**src/rtl/myaclint_pkg.sv**
```systemverilog
// Shared register map, region-select encoding and decode helpers for the ACLINT block.
package myaclint_pkg;

  localparam int unsigned WORD_W = 32;
  localparam int unsigned OFF_W  = 16;

  localparam logic [OFF_W-1:0] MSIP_BASE     = 16'h0000;
  localparam logic [OFF_W-1:0] MTIMECMP_BASE = 16'h4000;
  localparam logic [OFF_W-1:0] MTIME_BASE    = 16'hBFF8;
  localparam logic [OFF_W-1:0] SETSSIP_BASE  = 16'hC000;

  typedef enum logic [2:0] {
    RGN_NONE     = 3'd0,
    RGN_MSIP     = 3'd1,
    RGN_MTIMECMP = 3'd2,
    RGN_MTIME    = 3'd3,
    RGN_SETSSIP  = 3'd4
  } region_e;

  typedef struct packed {
    region_e          region;
    logic [OFF_W-1:0] index;
    logic             hi;
  } decode_t;

  // Index is left unbounded; callers match it against their own hart range.
  function automatic decode_t decode(input logic [OFF_W-1:0] off);
    decode_t d;
    d.region = RGN_NONE;
    d.index  = '0;
    d.hi     = 1'b0;
    if (off >= SETSSIP_BASE) begin
      d.region = RGN_SETSSIP;
      d.index  = (off - SETSSIP_BASE) >> 2;
    end else if (off >= MTIME_BASE) begin
      d.region = RGN_MTIME;
      d.hi     = off[2];
    end else if (off >= MTIMECMP_BASE) begin
      d.region = RGN_MTIMECMP;
      d.index  = (off - MTIMECMP_BASE) >> 3;
      d.hi     = off[2];
    end else begin
      d.region = RGN_MSIP;
      d.index  = (off - MSIP_BASE) >> 2;
    end
    return d;
  endfunction

  function automatic logic [WORD_W-1:0] merge_bytes(input logic [WORD_W-1:0] old,
                                                    input logic [WORD_W-1:0] data,
                                                    input logic [WORD_W/8-1:0] strb);
    logic [WORD_W-1:0] res;
    res = old;
    for (int i = 0; i < int'(WORD_W / 8); i++) begin
      if (strb[i]) res[8*i +: 8] = data[8*i +: 8];
    end
    return res;
  endfunction

endpackage

```
**src/rtl/myaclint_tick.sv**
```systemverilog
// mtime tick source: synchronised rt_clk rising edge or a free-running clk prescaler.
module myaclint_tick
  import myaclint_pkg::*;
#(
  parameter int unsigned TICK_MODE = 0,
  parameter int unsigned PRESCALE  = 100
) (
  input  logic clk,
  input  logic reset,
  input  logic rt_clk,
  output logic tick
);

  localparam int unsigned CW = (PRESCALE > 2) ? $clog2(PRESCALE) : 1;

  logic [2:0]    sync;
  logic [CW-1:0] cnt;

  // Registered tick fires when cnt is PRESCALE-2 so it lands once per PRESCALE cycles.
  always_ff @(posedge clk) begin
    if (reset) begin
      sync <= '0;
      cnt  <= '0;
      tick <= 1'b0;
    end else begin
      sync <= {sync[1:0], rt_clk};
      cnt  <= (cnt == CW'(PRESCALE - 1)) ? '0 : cnt + CW'(1);
      tick <= (TICK_MODE == 1) ? (cnt == CW'(PRESCALE - 2)) : (sync[1] & ~sync[2]);
    end
  end

endmodule

```
**src/rtl/myaclint.sv**
```systemverilog
// Core-local interruptor: MSIP, SETSSIP, MTIMECMP and MTIME behind a request/ready-pulse bus.
module myaclint
  import myaclint_pkg::*;
#(
  parameter int unsigned ADDR_W    = 32,
  parameter int unsigned DATA_W    = 32,
  parameter int unsigned N_HARTS   = 1,
  parameter int unsigned TICK_MODE = 0,
  parameter int unsigned PRESCALE  = 100
) (
  input  logic                  clk,
  input  logic                  reset,
  input  logic                  rt_clk,
  input  logic                  valid,
  input  logic [ADDR_W-1:0]     address,
  input  logic [DATA_W-1:0]     wdata,
  input  logic [DATA_W/8-1:0]   wstrb,
  output logic [DATA_W-1:0]     rdata,
  output logic                  ready,
  output logic [N_HARTS-1:0]    mtip,
  output logic [N_HARTS-1:0]    msip,
  output logic [N_HARTS-1:0]    ssip_set
);

  logic              tick;
  logic              accept;
  logic              is_write;
  logic              lo_read;
  logic              mtime_wr;
  logic [63:0]       mtime_wval;
  logic [DATA_W-1:0] rd_val;
  decode_t           dec;

  logic [63:0]       mtime;
  logic [63:0]       mtimecmp [N_HARTS];
  logic [31:0]       shadow;
  logic              last_lo_read;
  logic              unused_addr;

  assign unused_addr = ^address[ADDR_W-1:OFF_W];

  myaclint_tick #(
    .TICK_MODE (TICK_MODE),
    .PRESCALE  (PRESCALE)
  ) u_tick (
    .clk    (clk),
    .reset  (reset),
    .rt_clk (rt_clk),
    .tick   (tick)
  );

  // Decode and read mux; indices at or above N_HARTS match no hart and read as zero.
  always_comb begin
    accept     = valid & ~ready;
    is_write   = |wstrb;
    dec        = decode(address[OFF_W-1:0]);
    lo_read    = (dec.region == RGN_MTIME) && !dec.hi && !is_write;
    mtime_wr   = accept && is_write && (dec.region == RGN_MTIME);
    mtime_wval = dec.hi ? {merge_bytes(mtime[63:32], wdata, wstrb), mtime[31:0]}
                        : {mtime[63:32], merge_bytes(mtime[31:0], wdata, wstrb)};
    rd_val     = '0;
    case (dec.region)
      RGN_MSIP: begin
        for (int unsigned h = 0; h < N_HARTS; h++) begin
          if (dec.index == 16'(h)) rd_val = DATA_W'(msip[h]);
        end
      end
      RGN_MTIMECMP: begin
        for (int unsigned h = 0; h < N_HARTS; h++) begin
          if (dec.index == 16'(h)) rd_val = dec.hi ? mtimecmp[h][63:32] : mtimecmp[h][31:0];
        end
      end
      RGN_MTIME: rd_val = dec.hi ? (last_lo_read ? shadow : mtime[63:32]) : mtime[31:0];
      default: rd_val = '0;
    endcase
  end

  always_ff @(posedge clk) begin
    if (reset) begin
      mtime        <= '0;
      shadow       <= '0;
      last_lo_read <= 1'b0;
      msip         <= '0;
      mtip         <= '0;
      ssip_set     <= '0;
      ready        <= 1'b0;
      rdata        <= '0;
      for (int unsigned h = 0; h < N_HARTS; h++) mtimecmp[h] <= '1;
    end else begin
      ready    <= accept;
      ssip_set <= '0;
      for (int unsigned h = 0; h < N_HARTS; h++) mtip[h] <= (mtime >= mtimecmp[h]);
      // A bus write to either mtime word suppresses the tick in that cycle.
      if (mtime_wr)  mtime <= mtime_wval;
      else if (tick) mtime <= mtime + 64'd1;
      if (accept) begin
        rdata        <= rd_val;
        last_lo_read <= lo_read;
        if (lo_read) shadow <= mtime[63:32];
        for (int unsigned h = 0; h < N_HARTS; h++) begin
          if (is_write && (dec.index == 16'(h))) begin
            case (dec.region)
              RGN_MSIP:    if (wstrb[0]) msip[h] <= wdata[0];
              RGN_SETSSIP: if (wstrb[0] && wdata[0]) ssip_set[h] <= 1'b1;
              RGN_MTIMECMP: begin
                if (dec.hi) mtimecmp[h][63:32] <= merge_bytes(mtimecmp[h][63:32], wdata, wstrb);
                else        mtimecmp[h][31:0]  <= merge_bytes(mtimecmp[h][31:0], wdata, wstrb);
              end
              default: ;
            endcase
          end
        end
      end
    end
  end

endmodule

```
**config.mk**
```make
export PLATFORM = sky130hd
export DESIGN_NAME = myaclint
export DESIGN_NICKNAME = d
export VERILOG_FILES = /design/src/rtl/myaclint_pkg.sv /design/src/rtl/myaclint_tick.sv /design/src/rtl/myaclint.sv
export SDC_FILE = /design/constraint.sdc
export NUM_CORES = 1
export LEC_CHECK = 0
export ABC_AREA = 1
export BUFFER_PORTS_ARGS = -buffer_cell sky130_fd_sc_hd__buf_4
export CORE_MARGIN = 4
export CORE_UTILIZATION = 30
export CTS_CLUSTER_SIZE = 10
export DETAILED_ROUTE_END_ITERATION = 7
export PLACE_DENSITY = 0.52
export REMOVE_ABC_BUFFERS = 1
export SKIP_LAST_GASP = 1
export SLEW_MARGIN = 20
export SYNTH_ARGS = -nofsm -noshare
export SYNTH_HDL_FRONTEND = slang
export SYNTH_SLANG_ARGS = --single-unit
export TNS_END_PERCENT = 20
```
**constraint.sdc**
```tcl
create_clock -name clk -period 3.7 [get_ports clk]
set_input_delay 0.37 -clock clk [delete_from_list [all_inputs] [get_ports clk]]
set_output_delay 0.37 -clock clk [all_outputs]
set_load 0.01 [all_outputs]
```
* Word-level counts from Yosys, hierarchy flattened
Memory sizes are Yosys's and may differ from the RTL's.
Cells that the tools add are included.
W data, S select, Z words.
** Word-level totals
- Register bits after elaboration :: 137
- Bits in writable memories :: 64
- Input bits :: 72
- Output and inout bits :: 36
- Logic and storage cells :: 153
- Memories kept :: 1
** Operators by class
- Add/subtract/negate cells :: 3
- $lt $le $gt $ge :: 4
- Eq/ne operators :: 10
- Mux-type cells :: 87
- Bitwise gates (word level) :: 7
- Reductions and logical operators :: 24
** Memories
- mtimecmp :: depth 1, width 64, rd ports 1, clocked after memory_dff 0, write ports 1, RTL line myaclint.sv:35 : logic [63:0] mtimecmp [N_HARTS];
** Operator list (count)
- $mux W8 :: 52
- $mux W64 :: 5
- $mux W32 :: 4
- $reduce_or A64 Y1 :: 2
- $pmux W32 S3 :: 1
- $add A64 B1 Y64 const B :: 1
- $ge A64 B64 Y1 :: 1
- $ge A16 B16 Y1 const B :: 2
- $reduce_and A3 Y1 :: 8
- $mux W1 :: 19
- $mux W19 :: 1
- $mux W18 :: 1
- $ge A16 B15 Y1 const B :: 1
- $logic_not A16 Y1 :: 1
- $mux W16 :: 1
- $sub A16 B15 Y16 const B :: 1
- $sub A16 B16 Y16 const B :: 1
- $ne A2 B2 Y1 const B :: 5
- $reduce_or A4 Y1 :: 2
- $eq A3 B2 Y1 const B :: 2
- $logic_and A1 B1 Y1 :: 6
- $not A1 Y1 :: 5
- $mux W2 :: 2
- $reduce_and A4 Y1 :: 1
- 8 further kinds :: 10

* Longest topological paths before layout
Gate-level depths: netlist (run 1).
- Depth after elaboration :: 13
- Mapped depth :: 15
- Mapped depth without buffers :: 15

* Modules after synthesis
Synthesis (run 1) repeated with hierarchy kept, for this count alone.
** Unflattened totals
- Cells, all modules :: 1997
- Area, all modules :: 13621.8 um^2
** Modules (own cells, without submodules)
- myaclint :: times used 1, cells each 1985, area an instance 13506.7 um^2, seq. area each 4584.4 um^2
- myaclint_tick :: times used 1, cells each 12, area an instance 115.1 um^2, seq. area each 80.1 um^2

* Worst setup path before layout (run 1)
No wires, ideal clock.
- Path kind :: input -> register
- From :: input port address[14]
- To :: memory mtimecmp[0][32] (enable)
- Setup time :: 0.384 ns
- Arrival :: 2.365 ns
- Required time :: 3.316 ns
- Path slack :: 0.951 ns
- Cell stages on the path :: 9
- Path buffers :: 2
- Cell sequence :: ha_1 -> nor2_1 -> inv_1 -> o21bai_1 -> buf_2 -> buf_2 -> nor4_1 -> nand2_1 -> o21ai_0
** On the way
- Cells in the longest elaborated chain, start to end :: 13
- Elaborated cells between the ends (all ways) :: 31
- Classes of those cells :: add/sub: 2; order compare: 3; eq/ne: 1; mux: 21; reduce/logical: 4
** RTL lines
- start: declaration :: RTL line myaclint.sv:15 : input logic [ADDR_W-1:0] address,
- $sub A16 B15 Y16 or $ge A16 B15 Y1 (tied branches) :: RTL line myaclint_pkg.sv:40, myaclint_pkg.sv:38
- $mux W18 or $mux W1 (tied branches) :: RTL line myaclint_pkg.sv:38 : end else if (off >= MTIMECMP_BASE) begin
- $mux W16 (tied with other cells) :: RTL line myaclint_pkg.sv:35 : end else if (off >= MTIME_BASE) begin
- $mux W19 or $mux W1 (tied branches) :: RTL line myaclint_pkg.sv:32 : if (off >= SETSSIP_BASE) begin
- $logic_not A16 Y1 (tied with other cells) :: RTL line myaclint.sv:101 : if (is_write && (dec.index == 16'(h))) begin
- $logic_and A1 B1 Y1 or $mux W1 (tied branches) :: RTL line myaclint.sv:101, myaclint.sv:102
- $mux W1 :: RTL line myaclint.sv:101
- $mux W1 :: RTL line myaclint.sv:96 : if (accept) begin
- $mux W1 :: RTL line myaclint.sv:79 : if (reset) begin
- $mux W1 (not written as such) :: RTL line myaclint.sv:106 : if (dec.hi) mtimecmp[h][63:32] <= merge_bytes(mtimecmp[h][63:32], wdata, wstrb);
- $reduce_or A64 Y1 (no line)
- $mux W2 (no line)
- $mux W2 (no line) (*)
- end: declaration :: RTL line myaclint.sv:35
Every way passes the cells marked *; elsewhere a longest branch is shown, timed or not.

* Worst setup path after layout (run 1)
- From :: input port address[14]
- To :: register mtime[61]
** On the way
- Cells in the longest elaborated chain, start to end :: 8
- Elaborated cells between the ends (all ways) :: 16
- Classes of those cells :: order compare: 3; eq/ne: 3; mux: 7; reduce/logical: 3
** RTL lines
- $ge A16 B15 Y1 :: RTL line myaclint_pkg.sv:38
- $mux W18 :: RTL line myaclint_pkg.sv:38
- $mux W3 :: RTL line myaclint_pkg.sv:35
- $mux W19 :: RTL line myaclint_pkg.sv:32
- $eq A3 B2 Y1 :: RTL line myaclint.sv:58 : mtime_wr = accept && is_write && (dec.region == RGN_MTIME);
- $logic_and A1 B1 Y1 :: RTL line myaclint.sv:58
- $ne A2 B2 Y1 (no line) (tied with other cells)
- $reduce_and A3 Y1 (no line)
- end signal: assignment :: RTL line myaclint.sv:94 : if (mtime_wr) mtime <= mtime_wval;
- end signal: assignment :: RTL line myaclint.sv:95 : else if (tick) mtime <= mtime + 64'd1;
- end: declaration :: RTL line myaclint.sv:34 : logic [63:0] mtime;
Several ways; a longest one is shown, not always the timed one.
A chain may end at the register's enable or synchronous reset.

==> results of run 1 <==
## tightest hold or removal path, stage by stage
cell	delay [ps]
buf_4	80
inv_1	30
nor2_1	70
## kinds of logic after synthesis
group,count (synthesis),share of synthesized area [%]
adder cells (fa/ha/maj),69,6.26
XOR/XNOR,29,1.84
AND/OR/NAND/NOR,1172,35.2
AO/OA/AOI/OAI,349,13.4
buffers and inverters,321,9.43
flip-flops,201,33.8
## synth_stat cells, types with 4 or more instances
library cell	n
nor2_2	4
nand3_1	159
dfxtp_1	137
nor3_1	53
xor2_1	29
buf_6	5
nor2_1	279
buf_2	20
o21bai_1	10
a21oi_1	169
ha_1	69
inv_1	218
nand2_2	12
buf_1	6
buf_4	6
clkbuf_1	63
o211ai_1	17
edfxtp_1	64
o21ai_0	137
nand4_1	34
nand2_1	614
o22ai_1	8
nor4_1	4
## layout make-up
| cell class | count | share of cell area [%] |
|---|---|---|
| Multi-Input combinational cell | 1619 | 49.1 |
| Sequential cell | 201 | 29.2 |
| Timing Repair Buffer | 140 | 6.57 |
| Inverter | 220 | 5.16 |
| Clock buffer | 45 | 5.15 |
| Tap cell | 600 | 4.69 |
| Clock inverter | 4 | 0.141 |
## flip-flops by register name (all words and copies together), names as in the netlist
register / count
ready: 1
mtime: 64
mtimecmp: 64
u_tick.sync: 3
msip: 1
rdata: 32
ssip_set: 1
mtip: 1
u_tick.tick: 1
shadow: 32
last_lo_read: 1
## how the worst max path moves through the flow
stage | from | endpoint | slack [ps] | depth (start not counted)
after CTS | mtime[0] | mtime[30] | 1040 | 13
after detailed placement | address[14] | mtime[61] | 480 | 15
after global placement | address[14] | mtime[61] | 540 | 15
final | address[14] | mtime[61] | 990 | 15
after floorplan | address[14] | mtime[21] | -3680 | 13
after global routing | mtime[0] | mtime[30] | 770 | 13
## metrics by stage
step	total power, mW	util (%)	TNS (ps)	area [um2]	setup WS (ps)
after global routing	5.83	35.3	0	16000	767
after floorplan	2.79	-	-407490	13300	-3680
after detailed placement	3.12	33.4	0	15200	478
final	5.60	35.3	0	16000	993
after CTS	5.66	35.3	0	16000	1040
after global placement	3.11	33.4	0	15200	537
## power by group
| part | leakage (nW) | switching (mW) | internal (mW) |
|---|---|---|---|
| Clock | 0.413 | 1.02 | 1.50 |
| Combinational | 5.06 | 0.462 | 0.211 |
| Sequential | 1.60 | 0.0759 | 2.33 |
## per-layer routing
metal / wire length (um) / GRT usage (%)
met4: 1840 / 7.10
met2: 26300 / 37.2
met3: 2790 / 1.92
met1: 25300 / 29.8
met5: 0 / 0
==> metrics.md, run 1 <==
| Metric | Value |
|---|---|
| Final HPWL DP | 43.5 mm |
| Layout cell share with drive strength beyond 1 | 9.51% |
| Root Driver | clkbuf_16 |
| Cell Chain, Critical Path | buf_4, inv_1, ha_1, nand2_1, nor2_1, nand3_1, nand2_2, nor2_1, nor2_4, nand2_2, o21ai_2, buf_4, nand2_1, nor3_1, nor2_1 |
| Final worst path period share | 73.2% |
| Commonest non-fill, non-tap cell in the layout | nand2_1 |
| Crit path capture type | flip-flop |
| Area contributors post-synth | dfxtp_1 (20%), nand2_1 (17%), edfxtp_1 (14%) |
| Most used cell, CP | nor2_1 |
| Normalized max-slew margin | 48.6% |
| RD Place Congestion | 1.02 |
| Synth area leader | dfxtp_1 |
| Hold Crit Start | rt_clk |
| Pleak | 7.08 nW |
| Data required, critical path | 4150 ps |
| Vias | 14.5k |
| Clock Path Buffers | 3 |
| Hold Violations, Final | 0 |
| Syn Inst Count | 2141 |
| Overflow after GRT | 0 |
| Post-CTS Resized | 0 |
| Pwr Density | 350 mW/mm2 |
| Area growth from synthesis to layout | 15.9% |
| Synth unique cells | 39 |
| Ys flop type | dfxtp_1 |
| Die W | 222 um |
| GR Util All Layers | 22.0% |
| CTS tree | yes |
| Worst Skew | 21.8 ps |
| Starting Density | 30.4% |
| Final-stage net count | 2350 |
| Post-synth EDFFs | 64 |
| Wire per inst | 19.9 um |
| FF+latch count, synth | 201 |
| Clock sinks | 201 |
| I/O pin count | 108 |
| Fill cells | 5013 |
| F_max | 369 MHz |
| Core ar. | 0.0454 mm2 |
| Syn_area_per_cell | 6.45 um2 |
| Die area | 0.0495 mm2 |
| Commonest cells after routing, fill and taps aside | nand2_1 (614), nor2_1 (277), inv_1 (217), a21oi_1 (169), nand3_1 (159) |
| CTS clock-pin slew for the worst setup and hold paths | 60 ps |
| Slowest CP cell | nor2_4 |
| R2R depth | 13 |
| R2r startpoint | mtime[0] |
| Slew Viols, Final | 0 |
| Max H-tree Level | 1 |
| CTS hold repair buffers | 0 |
| VDD IR max | 0.289 mV |
| Top cell type's share of synthesized area | 19.9% |
| Min-delay worst type | input port to flip-flop |
| Post-Layout Cell Count | 2829 |
| ANT cells | 0 |
| Drt drc | 0 |
| Reg-to-reg slack, setup | 1010 ps |
| Asr flop ratio synth | 0% |
| Reg area | 0.00467 mm2 |
| CP max FO | 16 |
| Largest net degree at the start of global routing | 55 |
| Top Family by Delay on Critical Path | simple AND/OR/NAND/NOR gates |
| Status | finished, final reports clean |
| CP startpoint kind | input port |
| RSZ-0062 raised after global routing | false |
| Reg-to-Reg End | mtime[30] |
| Critical path buffers and inverters | 3 |
| Cts bufs inserted | 27 |
| Port bufs | 91 |
| YS warnings | 0 |
| Setup Fix Bufs, Post-CTS | 0 |
| Row count | 78 |
| CP arrival | 3160 ps |
| Final wirelength | 56.3 mm |
| DRT iter0 DRCs | 1310 |
| Via density per instance | 5.13 |
| Worst Hold Depth | 3 |
| Crit path time final | 2710 ps |
| Vias in the first global route | 13.9k |
| Min Hold Slack | 32.9 ps |
| Register area share after synthesis | 33.8% |
| Setup-failing EPs final | 0 |
| Die Y | 222 um |
| Setup CP Type | input port to flip-flop |
| Detail Route Antenna Nets | 0 |
| First-pass DRT Iterations | 6 |
| Placed Instances | 2780 |
| Initial antenna violation count | 0 |
| Worst-Margin Slew | 765 ps |
| Multi-input gate area in the final layout | 0.00786 mm2 |
| Worst skew pair latency | 560 ps |
| Max incr delay on CP | 440 ps |
| Hold EP | u_tick.sync[0] |
| Max-cap viol count | 0 |
| First-pass GRT wire length | 85.1 mm |
| Netlist Area Pre-Place | 0.0138 mm2 |
(Power assumes the default switching activity.)
==> run 2, diff against run 1 <==
clock period = 2.6 ns   (was 3.7 ns; I/O delays follow)
==> metrics.md, run 2 (same netlist as run 1, synthesis figures left out) <==
| Metric | Value |
|---|---|
| Dpl cell area | 0.0155 mm2 |
| Clock sinks | 201 |
| First-pass DRT Iterations | 6 |
| R2R depth | 10 |
| Via density per instance | 5.15 |
| Vias in the first global route | 14.1k |
| Data required, critical path | 3050 ps |
| I/O pin count | 108 |
| Normalized max-slew margin | 57.8% |
| Setup Fix Bufs, Post-CTS | 0 |
| Die W | 222 um |
| Final HPWL DP | 44.4 mm |
| Worst Hold Depth | 3 |
| Slew Viols, Final | 0 |
| Pwr Density | 482 mW/mm2 |
| Die Y | 222 um |
| Detail Route Antenna Nets | 0 |
| Uppermost layer routed | met4 |
| F_max | 435 MHz |
| Worst Skew | 14.9 ps |
| VDD IR max | 0.438 mV |
| CP startpoint kind | flip-flop |
| Port bufs | 91 |
| Commonest cells after routing, fill and taps aside | nand2_1 (614), nor2_1 (276), inv_1 (217), a21oi_1 (169), buf_4 (165) |
| Min-delay worst type | input port to flip-flop |
| Top Family by Delay on Critical Path | simple AND/OR/NAND/NOR gates |
| Cell Chain, Critical Path | inv_1, nor3_1, nand2_1, nor2_1, nand3_1, nor2_1, xor2_1, nor2_1, nor2_1, nor2_1 |
| Vias | 14.9k |
| Hold EP | mtimecmp[0][58] |
| Setup WS pre-CTS | -45.9 ps |
| Hold Crit Start | wdata[26] |
| Core ar. | 0.0454 mm2 |
| Pleak | 7.37 nW |
| Area growth from synthesis to layout | 20.2% |
| CP startpoint | mtime[36] |
| Critical path buffers and inverters | 1 |
| Initial antenna violation count | 0 |
| CTS clock-pin slew for the worst setup and hold paths | 60 ps |
| Largest net degree at the start of global routing | 50 |
| RD Place Congestion | 0.991 |
| CP arrival | 2750 ps |
| Final-stage net count | 2409 |
| Final WS setup | 299 ps |
| Hold Violations, Final | 0 |
| ANT cells | 0 |
| Crit path capture type | flip-flop |
| Final worst path period share | 88.5% |
| Row count | 78 |
| Wire per inst | 19.9 um |
| Final wirelength | 57.4 mm |
| Layout cell share with drive strength beyond 1 | 10.5% |
| Commonest non-fill, non-tap cell in the layout | nand2_1 |
| Finished Core Util | 36.6% |
| WL met3 | 3.44 mm |
| Overflow after GRT | 0 |
| Setup-failing EPs final | 0 |
| CP max FO | 6 |
| Wl on met1 | 25.5 mm |
| Reg-to-Reg End | mtime[58] |
| First-pass GRT wire length | 86.5 mm |
| Status | finished, final reports clean |
| Met2 wire length | 26.9 mm |
| Post-route cell area | 0.0166 mm2 |
| Tot Pwr | 7.99 mW |
| R2r startpoint | mtime[36] |
| Most used cell, CP | nor2_1 |
| Worst skew pair latency | 550 ps |
| Root Driver | clkbuf_16 |
| Max incr delay on CP | 520 ps |
| RSZ-0062 raised after global routing | false |
| Setup CP Type | flip-flop to flip-flop |
| Crit path time final | 2300 ps |
| Drt drc | 0 |
| Clock Path Buffers | 3 |
| Worst-Margin Slew | 627 ps |
| Die area | 0.0495 mm2 |
| Starting Density | 30.4% |
| Max-cap viol count | 0 |
| CTS tree | yes |
| Reg-to-reg slack, setup | 300 ps |
| DRT iter0 DRCs | 1412 |
| GR Util All Layers | 22.3% |
| Largest registers | mtime: 64 flops, mtimecmp: 64 flops |
| Slowest CP cell | nor3_1 |
| Max H-tree Level | 1 |
| Cts bufs inserted | 26 |
-- run 2: changes by cell type in the layout (fill, tap and decap cells not counted), sizes merged --
| cell | delta |
|---|---|
| clkinvlp | -1 |
| buf | +33 |
| dlygate4sd3 | +27 |
| clkbuf | -2 |
| bufinv | +1 |
| clkinv | +1 |
-- run 2: worst reg2reg max path, stage by stage (launching register included) --
cell	delay, ps
dfxtp_1	440
inv_1	150
nor3_1	520
nand2_1	120
nor2_1	330
nand3_1	130
nor2_1	140
xor2_1	160
nor2_1	60
nor2_1	100
nor2_1	40
-- run 2: what timing repair did --
item                                   CTS  global route
endpoints found under the hold margin   27             0
hold buffers                            27             0
setup endpoints to repair                0             2
gates resized for setup                  0             1
-- run 2: worst max path at each step --
| stage | end | slack [ps] | depth (start not counted) |
|---|---|---|---|
| 6_report | mtime[58] | 300 | 10 |
| 5_1_grt | mtime[56] | 110 | 10 |
| 4_1_cts | mtime[14] | 270 | 12 |
| 3_5_place_dp | mtimecmp[0][28] | -50 | 12 |
| 3_3_place_gp | mtimecmp[0][31] | -50 | 12 |
| 2_1_floorplan | mtime[21] | -4670 | 13 |
-- run 2: layer usage --
layer	vias up	GRT usage (%)
li1	7226	-
met4	0	6.18
met5	-	0
met2	560	37.7
met3	94	1.97
met1	6980	30.6
-- run 2: report_power, final --
part	internal (mW)	leakage, nW	switching, mW
logic	0.359	5.38	0.692
clock network	2.10	0.394	1.44
registers	3.31	1.60	0.0948
total	5.77	7.37	2.22
-- run 2: layout make-up --
| class | count | area, um2 |
|---|---|---|
| sequential | 201 | 4670 |
| clock inverter | 5 | 47.5 |
| timing repair buffer | 200 | 1670 |
| multi-input combinational | 1619 | 7860 |
| clock buffer | 43 | 767 |
| tap | 600 | 751 |
| fill | 4960 | 28800 |
| inverter | 220 | 826 |
-- run 2: metrics by stage --
stage               TNS [ps]  hold slack (ps)  instances
floorplan            -666870              329       2040
global placement        -403              381       2813
detailed placement      -360              382       2813
CTS                        0          0.00530       2888
global route               0             18.1       2888
finish                     0             28.1       2888
